### config.mk
export PLATFORM = sky130hd
export DESIGN_NAME = addarb
export DESIGN_NICKNAME = d
export VERILOG_FILES = /design/src/rtl/addarb.sv
export SDC_FILE = /design/constraint.sdc
export NUM_CORES = 1
export LEC_CHECK = 0
export BUFFER_PORTS_ARGS = -buffer_cell sky130_fd_sc_hd__buf_2
export CAP_MARGIN = 25
export CORE_ASPECT_RATIO = 1.75
export CORE_MARGIN = 3
export CORE_UTILIZATION = 24
export CTS_BUF_LIST = sky130_fd_sc_hd__clkbuf_8
export DETAILED_ROUTE_END_ITERATION = 16
export GPL_TIMING_DRIVEN = 0
export SLEW_MARGIN = 20
export SYNTH_ARGS = -nofsm -noshare
export SYNTH_HDL_FRONTEND = slang
export SYNTH_SLANG_ARGS = --single-unit
### constraint.sdc
create_clock -name clk -period 4.4 [get_ports clk]
set_clock_uncertainty 0.2 [all_clocks]
set_input_delay 0.44 -clock clk [delete_from_list [all_inputs] [get_ports clk]]
set_output_delay 0.44 -clock clk [all_outputs]
set_load 0.02 [all_outputs]
### src/rtl/addarb.sv
// Two-requester round-robin front end for a shared external N-bit adder.
// Each transaction: IDLE (grant, latch operands) -> EXEC (capture sum) -> DONE (hold until owner ACK).
module addarb #(
    parameter int N = 32
) (
    input  logic         clk,
    input  logic         reset,
    input  logic         req0,
    input  logic         req1,
    input  logic         sub0,
    input  logic         sub1,
    input  logic [N-1:0] a0,
    input  logic [N-1:0] b0,
    input  logic [N-1:0] a1,
    input  logic [N-1:0] b1,
    input  logic         ack0,
    input  logic         ack1,
    output logic         gnt0,
    output logic         gnt1,
    output logic         vld0,
    output logic         vld1,
    output logic [N-1:0] add_a,
    output logic [N-1:0] add_b,
    output logic         add_cin,
    input  logic [N-1:0] add_sum,
    input  logic         add_cout,
    input  logic         add_ovf,
    output logic [N-1:0] res,
    output logic         co,
    output logic         ov,
    output logic         busy
);

    typedef enum logic [1:0] {
        IDLE,
        EXEC,
        DONE
    } state_t;

    state_t state;
    logic   owner;
    logic   last;
    logic   win_sub;
    logic [N-1:0] win_a;
    logic [N-1:0] win_b;

    // Grant is decided in the IDLE cycle itself so the winner samples its operands
    // on the same edge; gated by reset so nothing is granted while reset is held.
    always_comb begin
        gnt0 = 1'b0;
        gnt1 = 1'b0;
        if (!reset && state == IDLE) begin
            if (req0 && (!req1 || last)) begin
                gnt0 = 1'b1;
            end else if (req1) begin
                gnt1 = 1'b1;
            end
        end
    end

    always_comb begin
        win_sub = gnt1 ? sub1 : sub0;
        win_a   = gnt1 ? a1 : a0;
        win_b   = gnt1 ? b1 : b0;
    end

    assign busy = (state != IDLE);
    assign vld0 = (state == DONE) && !owner;
    assign vld1 = (state == DONE) && owner;

    always_ff @(posedge clk or posedge reset) begin
        if (reset) begin
            state   <= IDLE;
            owner   <= 1'b0;
            last    <= 1'b1;
            add_a   <= '0;
            add_b   <= '0;
            add_cin <= 1'b0;
            res     <= '0;
            co      <= 1'b0;
            ov      <= 1'b0;
        end else begin
            case (state)
                IDLE: begin
                    if (gnt0 || gnt1) begin
                        owner   <= gnt1;
                        last    <= gnt1;
                        add_a   <= win_a;
                        // Subtraction is A + ~B + 1 through the same adder.
                        add_b   <= win_sub ? ~win_b : win_b;
                        add_cin <= win_sub;
                        state   <= EXEC;
                    end
                end
                EXEC: begin
                    res   <= add_sum;
                    co    <= add_cout;
                    ov    <= add_ovf;
                    state <= DONE;
                end
                DONE: begin
                    if (owner ? ack1 : ack0) begin
                        state <= IDLE;
                    end
                end
                default: state <= IDLE;
            endcase
        end
    end

endmodule

# ---- Yosys cells after proc, flatten, opt, wreduce, memory -nomap -nowiden
# Cells that the tools add are included.
dict set report totals {
  ramBits 0
  n_memories 0
  elab_cells 40
  latchBits 0
  out_inout_bits 104
  rom_bits 0
  ff_bits 103
}
dict set report op_classes {
  multipliers 0
  n_eq_ne 4
  mux 13
  order_cmp 0
  n_reduce_logical 13
  n_bitwise 1
  div 0
  n_addsub 0
  n_shift 0
}
# op count
set op_table {}
lappend op_table {{$mux W32} 3}
lappend op_table {{$not A32 Y32} 1}
lappend op_table {{$mux W1} 7}
lappend op_table {{$pmux W2 S3} 1}
lappend op_table {{$logic_and A1 B1 Y1} 4}
lappend op_table {{$mux W2} 2}
lappend op_table {{$ne A2 B1 Y1 const B} 2}
lappend op_table {{$reduce_and A2 Y1} 2}
lappend op_table {{$logic_not A1 Y1} 3}
lappend op_table {{$eq A2 B1 Y1 const B} 1}
lappend op_table {{$eq A2 B2 Y1 const B} 1}
lappend op_table {{$logic_not A2 Y1} 1}
lappend op_table {{$logic_or A1 B1 Y1} 2}
lappend op_table {{$reduce_bool A2 Y1} 1}

# ---- Logic depth before layout (Yosys ltp)
dict set report depth {
  depth_word 8
  mapped_depth 7
  depth_no_buf 5
}

# ---- Worst setup path before layout
# Ideal clock, no wire load.
dict set report synth_path {
  kind {reg2out}
  startpoint {register last}
  endpoint {output port gnt0}
  setup_slack_ns 2.358
  arrival_time_ns 1.402
  required_ns 3.760
  stages_incl_launch_ff 5
  path_cell_list {dfstp_2 buf_2 o21ai_2 clkbuf_1 nor3_1}
}
dict set report synth_between {
  elab_chain_cells 4
}
# element line
set synth_rtl {}
lappend synth_rtl {{from (decl)} 42} ;# logic last;
lappend synth_rtl {{from (signal assigned)} 87} ;# last <= gnt1;
lappend synth_rtl {{$logic_or A1 B1 Y1} 53} ;# if (req0 && (!req1 || last)) begin
lappend synth_rtl {{$logic_and A1 B1 Y1} 53}
lappend synth_rtl {{$mux W1} 53}
lappend synth_rtl {{$mux W1} 52} ;# if (!reset && state == IDLE) begin
lappend synth_rtl {{to (decl)} 18} ;# output logic gnt0,
# No other way between the ends.

# ---- Final worst setup path
dict set report layout_path {
  startpoint {input port reset}
  endpoint {output port gnt1}
}
dict set report layout_between {
  elab_chain_cells 3
}
# element line
set layout_rtl {}
lappend layout_rtl {{from (decl)} 7} ;# input logic reset,
lappend layout_rtl {{$logic_not A1 Y1 (no source line)} -}
lappend layout_rtl {{$logic_and A1 B1 Y1} 52}
lappend layout_rtl {{$mux W1} 52}
lappend layout_rtl {{to (decl)} 19} ;# output logic gnt1,
# No other way between the ends.

==> results.ini <==
[critical_path]
critPathMaxStageDelay_ns = 0.53
critPathRequiredTime_ns = 3.76
arrival_ns = 2.36
path_class = in2out
crit_top_cell = buf_2
endpoint_kind = output pin
cp_cell_sequence = dlygate4sd3_1 -> buf_2 -> nor3_4 -> nand3_4 -> inv_2 -> buf_4 -> buf_2
worst-path-stages = 7
crit_fanout = 10
critical-path-slowest-cell = dlygate4sd3_1
critPathTopFamily = buffers and inverters
start_kind = input port
worst-path-buf-inv = 5
worst-r2r-cell-count = 7

[place]
post-dp-hpwl_um = 14200
gp_congestion = 0.809
dp_cells = 1090
io_buffers = 270

[sta]
rsz0062_at_grt = no
worstMarginPinSlew_ns = 0.787
min_period_over_period_pct = 68.1
setup_tns_ns = 0
relSlewSlack_pct = 47.6
setup_viol = 0
hold_viol_final = 0
final.min_clock_period_ns = 3.00
maxSlewViolCount = 0
max_freq_mhz = 334

[global_route]
antenna_found_initial = 1
grt_pass1_wl_um = 27300
grt_max_degree = 70
grt_overflow = 0
grt_use_total_pct = 14.5
grt_pass1_vias = 5061

[power_and_ir_drop]
p_leak_nw = 3.45
combPwrFrac_pct = 50.2
power.share.clock_pct = 14.5
p_per_area_nw_per_um2 = 639
swShare_pct = 44.6
seqPwrFrac_pct = 35.3
ir_drop_mv = 0.186
internal_power_mw = 2.59
p_sw_mw = 2.09

[routing]
ant_nets = 0
via_per_inst = 4.31
wl_per_cell_um = 16.1
drt_pass1_iterations = 4
drtIter0Drc = 229
num_vias = 4771
drc_errors = 0
wirelength_um = 17800

[cts]
clock_path_buffers = 2
cts_root_buffer = clkbuf_8
clock_sinks = 103
cts-buffers-inserted = 9
clk_pin_slew_ns = 0.11
htreeDepth = 3
cts_tree = done
clk_latency_ns = 0.37

[yosys]
syn_area_um2 = 5360
synthFlopType = dfrtp_1
ys_seq_area_share_pct = 48.1
synthAdderAreaFrac_pct = 0
synth_compound_area_share_pct = 20.6
synthDistinctLibCells = 27
ys_warn_count = 0
synthMuxAreaShare_pct = 7.36
async_reset_ff_share_pct = 100
synth-edff-count = 0
syn_inst = 527
synth-seq-cells = 103
synth_top_family_by_area = compound AO/OA/AOI/OAI gates
yosys.area_share.simple_pct = 8.76
avgSynthCellArea_um2 = 10.2
synth-xor-area-share_pct = 10.5
synth_nets = 697

[min_path]
whs_path_depth = 2
hp-class = in2reg

[die]
pin_count = 274
row_count = 71
start_util_pct = 24.6
fp.dieH_um = 204
die_area_um2 = 24200
coreArea_um2 = 21800
die_x_um = 119

[run_status]
status = finished, final reports clean

[cells_and_area]
layout.cells.non_filler = 1107
nNetsFinal = 980
fill_cells = 2311
drive_above_1_share_pct = 44.5
syn_to_final_growth_pct = 37.0
n_antenna_cell = 0

[run]
max_cap_violations = 0

==> per-stage QoR <==
step | setup WS (ns) | utilization [%] | power [mW] | area [µm²] | hold WS [ns]
detailed placement | 1.83 | 32.6 | 4.08 | 7110 | 0.272
global route | 1.24 | 33.7 | 5.03 | 7340 | 0.0436
global placement | -0.523 | 32.5 | 4.04 | 7070 | 0.265
floorplan | 1.06 | - | 3.18 | 5360 | 0.339
finish | 1.40 | 33.7 | 4.69 | 7340 | 0.0629
CTS | 1.25 | 33.7 | 4.78 | 7340 | 0.0363
==> cells in the final DEF (no fill, tap or decap) <==
cell type / instances
o21ai_1: 65
inv_6: 1
nor3_1: 1
mux2_1: 29
dfstp_2: 1
nor2_2: 10
mux2_2: 6
a211oi_1: 32
xor2_1: 64
or2_2: 1
buf_6: 3
nand3_4: 1
inv_1: 2
nand2_1: 36
o21ai_2: 2
dfrtp_1: 102
buf_4: 2
buf_8: 1
nand2b_1: 2
inv_2: 3
clkbuf_1: 22
clkinv_2: 1
nor2_1: 57
nor3_4: 1
o21ai_0: 1
buf_2: 287
a21oi_2: 28
buf_16: 1
dlygate4sd3_1: 1
o21bai_1: 32
clkinvlp_4: 1
clkbuf_8: 10
bufinv_16: 2
a21oi_1: 6
clkinv_4: 1
==> kinds of logic (layout without fill, tap and decap cells) <==
family | count (synthesis) | count (layout)
compound gates | 166 | 166
simple gates | 109 | 109
flops | 103 | 103
xor+xnor | 64 | 64
buf+inv | 50 | 338
mux | 35 | 35
==> final timing paths <==
check,slack (ns),end,start
worst min register to register,0.29,res[31]$_DFFE_PP0N_,res[31]$_DFFE_PP0N_
worst max-delay path,1.40,gnt1,reset
worst min-delay path,0.06,res[12]$_DFFE_PP0N_,add_sum[12]
max in group asynchronous,2.90,add_a[17]$_DFFE_PP0P_,reset
worst max register to register,2.28,add_a[1]$_DFFE_PP0P_,state[0]$_DFFE_PP0P_
min in group asynchronous,0.42,state[1]$_DFFE_PP0P_,reset
==> power by group through the flow <==
stage	clock network [mW]	logic [mW]	registers, mW
finish	0.679	2.35	1.65
global placement	0	2.38	1.66
detailed placement	0	2.41	1.68
global route	0.747	2.57	1.72
CTS	0.710	2.41	1.66
floorplan	0	0.924	2.25
==> timing repair <==
| item | in CTS | in global routing |
|---|---|---|
| endpoints found under the setup margin | 0 | 0 |
| hold buffers | 1 | 0 |
| buffers inserted | 0 | 0 |
| endpoints found under the hold margin | 33 | 0 |
| resized for setup | 0 | 0 |
==> per-layer routing <==
metal | up-vias | wire length [µm] | track usage, %
met2 | 168 | 9780 | 28.0
met3 | 29 | 958 | 3.05
met4 | 2 | 518 | 6.46
met5 | - | 13 | 0
met1 | 2220 | 6510 | 14.7
li1 | 2352 | - | -
==> cells in the mapped netlist (2+ instances only) <==
cell type  count  share of area [%]
a21oi_1        6               0.56
o21ai_2        2               0.33
buf_2         17                1.6
nor2_2        10                1.2
buf_4          2               0.28
dfrtp_1      102                 48
o21bai_1      32                4.5
nand2_1       36                2.5
clkbuf_1      22                1.5
xor2_1        64                 10
nor2_1        57                4.0
inv_2          3               0.21
a21oi_2       28                4.6
o21ai_1       65                6.1
mux2_1        29                6.1
mux2_2         6                1.3
nand2b_1       2               0.23
a211oi_1      32                4.5
buf_6          3               0.63
inv_1          2               0.14
==> area by class of cell <==
cell class	instances	area (µm²)	share of cell area [%]
Buffer	45	231	3.15
Clock buffer	10	138	1.88
Clock inverter	6	85.1	1.16
Inverter	5	23.8	0.324
Multi-Input combinational cell	374	2530	34.4
Sequential cell	103	2580	35.1
Tap cell	292	365	4.98
Timing Repair Buffer	272	1390	18.9
==> worst register-to-register path: cells and delay by family, from the launching register on <==
| family | cells | cell delay (ns) |
|---|---|---|
| AO/OA/AOI/OAI | 2 | 0.38 |
| flip-flops | 1 | 0.44 |
| buffers and inverters | 3 | 0.49 |
| AND/OR/NAND/NOR | 2 | 0.55 |
==> flip-flops by register name (all words and copies together) (netlist names) <==
name     flops
last         1
add_cin      1
co           1
add_b       32
owner        1
res         32
add_a       32
ov           1
state        2
Note: power is estimated with default switching activity, not from simulation.
